## config.mk

```make
export PLATFORM = sky130hd
export DESIGN_NAME = hec_seq_ctrl
export DESIGN_NICKNAME = d
export VERILOG_FILES = /design/src/rtl/hec_pkg.sv /design/src/rtl/hec_seq_ctrl.sv
export SDC_FILE = /design/constraint.sdc
export NUM_CORES = 1
export LEC_CHECK = 0
export ABC_AREA = 1
export CAP_MARGIN = 0
export CELL_PAD_IN_SITES_DETAIL_PLACEMENT = 0
export CELL_PAD_IN_SITES_GLOBAL_PLACEMENT = 1
export CORE_MARGIN = 4
export CORE_UTILIZATION = 25
export CTS_BUF_LIST = sky130_fd_sc_hd__clkbuf_16
export DETAILED_ROUTE_END_ITERATION = 10
export GPL_TIMING_DRIVEN = 0
export PLACE_DENSITY_LB_ADDON = 0.1
export SLEW_MARGIN = 20
export SYNTH_ARGS = -nofsm -noshare
export SYNTH_HDL_FRONTEND = slang
export SYNTH_SLANG_ARGS = --single-unit
```

## constraint.sdc

```tcl
create_clock -name clk_6M -period 1.12 [get_ports clk_6M]
set_input_delay 0.224 -clock clk_6M [delete_from_list [all_inputs] [get_ports clk_6M]]
set_output_delay 0.224 -clock clk_6M [all_outputs]
set_load 0.03 [all_outputs]
```

## src/rtl/hec_pkg.sv

```systemverilog
// rtl/hec_pkg.sv - shared constants for the header-error-check sequencer and LFSR
package hec_pkg;

    localparam int HEC_W        = 8;
    localparam int HDR_BITS_DEF = 10;

    // Generator D^8 + D^7 + D^5 + D^2 + D + 1, D^8 term implied by the feedback
    localparam logic [HEC_W-1:0] HEC_POLY = 8'hA7;

    localparam logic [2:0] ST_IDLE = 3'd0;
    localparam logic [2:0] ST_LOAD = 3'd1;
    localparam logic [2:0] ST_HDR  = 3'd2;
    localparam logic [2:0] ST_HEC  = 3'd3;
    localparam logic [2:0] ST_DONE = 3'd4;

endpackage

```

## src/rtl/hec_seq_ctrl.sv

```systemverilog
// rtl/hec_seq_ctrl.sv - per-header sequencer for the HEC LFSR (TX generate / RX check)
module hec_seq_ctrl
    import hec_pkg::*;
#(
    parameter int HDR_BITS = HDR_BITS_DEF
) (
    input  logic             clk_6M,
    input  logic             rst,
    input  logic             start_tx_p,
    input  logic             start_rx_p,
    input  logic             abort_p,
    input  logic [HEC_W-1:0] uap,
    input  logic             bit_p,
    input  logic             bit_in,
    input  logic [HEC_W-1:0] hecrem,
    output logic             loadini_p,
    output logic [HEC_W-1:0] hecremini,
    output logic             shift_in,
    output logic             shift_out,
    output logic             datvalid_p,
    output logic             hec_datin,
    output logic             tx_bit,
    output logic             tx_bit_vld,
    output logic             busy,
    output logic             done_p,
    output logic             hec_ok
);

    localparam logic [3:0] HDR_LAST = 4'(HDR_BITS - 1);
    localparam logic [3:0] HEC_LAST = 4'(HEC_W - 1);

    logic [2:0]       state_q, state_d;
    logic [3:0]       cnt_q, cnt_d;
    logic             mode_rx_q, mode_rx_d;
    logic [HEC_W-1:0] uap_q, uap_d;
    logic             mism_q, mism_d;
    logic             hec_ok_q, hec_ok_d;

    logic             in_hdr, in_hec, strobe;
    logic [HEC_W-2:0] unused_hecrem;

    assign unused_hecrem = hecrem[HEC_W-2:0];
    assign in_hdr = (state_q == ST_HDR);
    assign in_hec = (state_q == ST_HEC);
    // An abort cycle must never clock the LFSR, even if a strobe coincides
    assign strobe = bit_p & ~abort_p;

    always_comb begin
        state_d   = state_q;
        cnt_d     = cnt_q;
        mode_rx_d = mode_rx_q;
        uap_d     = uap_q;
        mism_d    = mism_q;
        hec_ok_d  = hec_ok_q;
        case (state_q)
            ST_IDLE: begin
                if (!abort_p && (start_tx_p || start_rx_p)) begin
                    mode_rx_d = ~start_tx_p;
                    uap_d     = uap;
                    mism_d    = 1'b0;
                    cnt_d     = '0;
                    state_d   = ST_LOAD;
                end
            end
            ST_LOAD: begin
                state_d = abort_p ? ST_IDLE : ST_HDR;
            end
            ST_HDR: begin
                if (abort_p) begin
                    state_d = ST_IDLE;
                    cnt_d   = '0;
                end else if (bit_p) begin
                    if (cnt_q == HDR_LAST) begin
                        cnt_d   = '0;
                        state_d = ST_HEC;
                    end else begin
                        cnt_d = cnt_q + 4'd1;
                    end
                end
            end
            ST_HEC: begin
                if (abort_p) begin
                    state_d = ST_IDLE;
                    cnt_d   = '0;
                end else if (bit_p) begin
                    mism_d = mism_q | (mode_rx_q & (bit_in ^ hecrem[HEC_W-1]));
                    if (cnt_q == HEC_LAST) begin
                        cnt_d    = '0;
                        state_d  = ST_DONE;
                        hec_ok_d = mode_rx_q ? ~mism_d : 1'b1;
                    end else begin
                        cnt_d = cnt_q + 4'd1;
                    end
                end
            end
            ST_DONE: begin
                state_d = ST_IDLE;
            end
            default: begin
                state_d = ST_IDLE;
                cnt_d   = '0;
            end
        endcase
    end

    always_ff @(posedge clk_6M) begin
        if (rst) begin
            state_q   <= ST_IDLE;
            cnt_q     <= '0;
            mode_rx_q <= 1'b0;
            uap_q     <= '0;
            mism_q    <= 1'b0;
            hec_ok_q  <= 1'b1;
        end else begin
            state_q   <= state_d;
            cnt_q     <= cnt_d;
            mode_rx_q <= mode_rx_d;
            uap_q     <= uap_d;
            mism_q    <= mism_d;
            hec_ok_q  <= hec_ok_d;
        end
    end

    assign loadini_p  = (state_q == ST_LOAD);
    assign hecremini  = uap_q;
    assign shift_in   = in_hdr & strobe;
    assign shift_out  = in_hec & strobe;
    assign datvalid_p = (in_hdr | in_hec) & strobe;
    assign hec_datin  = in_hdr & bit_in;
    assign tx_bit     = ~mode_rx_q & ((in_hdr & bit_in) | (in_hec & hecrem[HEC_W-1]));
    assign tx_bit_vld = ~mode_rx_q & (in_hdr | in_hec) & strobe;
    assign busy       = (state_q != ST_IDLE);
    assign done_p     = (state_q == ST_DONE) & ~abort_p;
    assign hec_ok     = hec_ok_q;

endmodule

```

==> flow_summary.json <==
{
  "run_status": "finished, violations left",
  "violations": "setup timing",
  "final_area_sq_um": 1782,
  "grt_setup_unrepaired": "yes",
  "holdPathStages": 2,
  "drt-total-wl_microns": 2955,
  "synthFlopType": "dfxtp_1",
  "path_depth": 5,
  "start_util_pct": 26.12,
  "synthSimpleGateAreaFrac_pct": 36.62,
  "numPlacedInstances": 226,
  "critPathSlowestCell": "dfxtp_4",
  "vias_per_cell": 4.461,
  "dieArea_sq_um": 4911,
  "cp.required_ns": 0.90,
  "layout_commonest_cell": "nor2_1",
  "placed_cell_area_sq_um": 1464,
  "setup_viol": 27,
  "ys_ff_latch": 18,
  "path_cells": "inv_4 -> nor2_4 -> nand2_4 -> nor2_4 -> buf_6",
  "final_cells": 245,
  "slew_viol_final": 0,
  "critical-path-max-stage-delay_ns": 0.41,
  "path_common_cell": "nor2_4",
  "crit_type": "flip-flop to output pin",
  "period_share_pct": 128.8,
  "synth-adder-area-share_pct": 2.597,
  "syn_inst": 145,
  "period_needed_ns": 1.442,
  "num_rows": 22,
  "antennaDiodeCount": 0,
  "wl_per_cell_microns": 12.06,
  "fmax_mhz": 693.4,
  "yosys_warnings": 0,
  "vias": 1093,
  "clk_latency_ns": 0.25,
  "synth_top_family_by_area": "simple AND/OR/NAND/NOR gates",
  "final_cell_mix": "nor2_1, nand2_1, buf_6",
  "synth-seq-area-share_pct": 37.40,
  "drive_gt1_share_pct": 46.70,
  "path_max_fanout": 5,
  "avgSynthCellArea_sq_um": 6.644,
  "async_flop_share_pct": 0,
  "tightest_slew_ns": 0.3252,
  "synthToLayoutAreaGrowth_pct": 84.94,
  "die_w_microns": 70.08,
  "grt_pass1_vias": 1069,
  "vdd_drop_max_mv": 1.095,
  "htree_levels": 1,
  "p_leak_nw": 0.8015,
  "antenna_found_initial": 0,
  "fin_ws_ns": -0.3221,
  "die_h_microns": 70.08,
  "root_buffer": "clkbuf_16",
  "finalWeightedCongestion": 0.8186,
  "path_clk_slew_ns": 0.05,
  "grt_overflow": 0,
  "drt_iter0_markers": 30,
  "synth-edff-count": 0,
  "skew_ns": 0.002640,
  "synth_compound_area_share_pct": 14.42,
  "power_density_nw_per_um2": 2197,
  "synth_mux_area_share_pct": 0,
  "syn-cell-area_sq_um": 963.4,
  "yosys.area_share.xor_xnor_pct": 0,
  "hold_violations": 0,
  "cts_tree": "built",
  "dpl.hpwl_microns": 2113,
  "maxCapViolCount": 0,
  "holdWs_ns": 0.2526,
  "critPathBufInv": 2,
  "worst_ep_arrival_time_ns": 1.22,
  "endpoint_kind": "output pin",
  "coreArea_sq_um": 3689,
  "cts_sinks": 18,
  "numPortBuffers": 33,
  "synth_fp_nets": 170,
  "drtPass1Iterations": 4,
  "crit_family": "flip-flops",
  "clockBufferDepth": 2,
  "ios": 41,
  "grt_pass1_wl_microns": 4981,
  "finalPower_w": 0.003915,
  "cts_hold_buf": 0,
  "start_kind": "flip-flop",
  "cts_buffers": 3,
  "grt_use_total_pct": 12.58,
  "nets": 223,
  "nFillCells": 391,
  "hp-class": "input port to flip-flop",
  "r2r_cells": 10,
  "synth_cell_type_count": 22,
  "drcViolationCount": 0,
  "grt_max_degree": 11,
  "maxSlewHeadroom_pct": 78.32,
  "drtAntennaViolNets": 0,
  "final_util_pct": 48.30
}
[final cells by class]
cell class	count	area, sq um	share of cell area (%)
clock inverters	1	3.754	0.2107
well taps	48	60.06	3.371
plain buffers	3	30.03	1.685
clock buffers	3	75.07	4.213
multi-input cells	106	724.4	40.66
repair buffers	48	431.7	24.23
flip-flops and latches	18	375.4	21.07
inverters	18	81.33	4.565
[timing repair]
item,4_1_cts,5_1_grt
gates resized for setup,111,52
setup endpoints to repair,36,35
buffers inserted,10,5
pin swaps,11,18
hold endpoints to repair,0,0
[power by group]
| part | switching (W) | total [W] | internal [W] |
|---|---|---|---|
| Sequential | 0.000169 | 0.000987 | 0.000819 |
| Clock | 0.000247 | 0.000721 | 0.000475 |
| Combinational | 0.00131 | 0.00221 | 0.000894 |
[synth_stat cells, types with 2 or more instances]
master / number / area share, %
nand2_1: 20 / 7.8
nor2_1: 32 / 12
inv_1: 14 / 5.5
nand2_2: 3 / 1.9
o21ai_1: 4 / 2.1
nor3_1: 2 / 1.0
nor2_2: 8 / 5.2
ha_1: 2 / 2.6
nand3_1: 7 / 3.6
inv_2: 4 / 1.6
dfxtp_1: 18 / 37
a21oi_1: 11 / 5.7
buf_4: 2 / 1.6
o21ai_0: 10 / 5.2
[worst register-to-register path: stages (launching register included)]
cell     delay [ns]
dfxtp_4        0.41
inv_4          0.06
buf_6          0.11
buf_6          0.11
nand2_4        0.05
nor2_4         0.04
nand2_4        0.07
nand2_4        0.07
nor2_4         0.20
nand3_2        0.10
a21oi_2        0.13
[registers in the layout, summed over array words and instances, names as in the netlist]
register and cells:
hec_ok 1, hecremini 8, cnt_q 4, state_q 3, mism_q 1, mode_rx_q 1
[metal layers]
layer / up-vias / wire length [microns] / global-route usage, %
met5: - / 0 / 0
met4: 0 / 90 / 5.745
li1: 574 / - / -
met3: 6 / 158 / 3.022
met2: 29 / 1423 / 21.09
met1: 484 / 1282 / 15.08
[kinds of logic (layout without fill, tap and decap cells)]
group                      count (synthesis)  count (layout)
and+or+nand+nor                           77              77
adders and majority gates                  2               2
buffers and inverters                     21              73
DFF                                       18              18
AOI/OAI and AO/OA                         27              27
[path summary, 6_finish.rpt]
check | start | end | slack [ns]
setup reg to reg | state_q[1]$_SDFFE_PP0P_ | cnt_q[3]$_SDFFE_PP0P_ | -0.29
hold / removal | start_tx_p | mode_rx_q$_SDFFE_PP0P_ | 0.25
setup / recovery | state_q[1]$_SDFFE_PP0P_ | shift_out | -0.32
hold reg to reg | mism_q$_SDFFE_PP0P_ | mism_q$_SDFFE_PP0P_ | 0.46
[stage by stage]
stage	setup TNS (ns)	setup slack [ns]
CTS	-5.114	-0.3160
global route	-6.429	-0.3641
finish	-4.526	-0.3221
global placement	-18.32	-1.039
detailed placement	-18.29	-1.043
floorplan	-2.119	-0.2483
(Power assumes the default switching activity.)
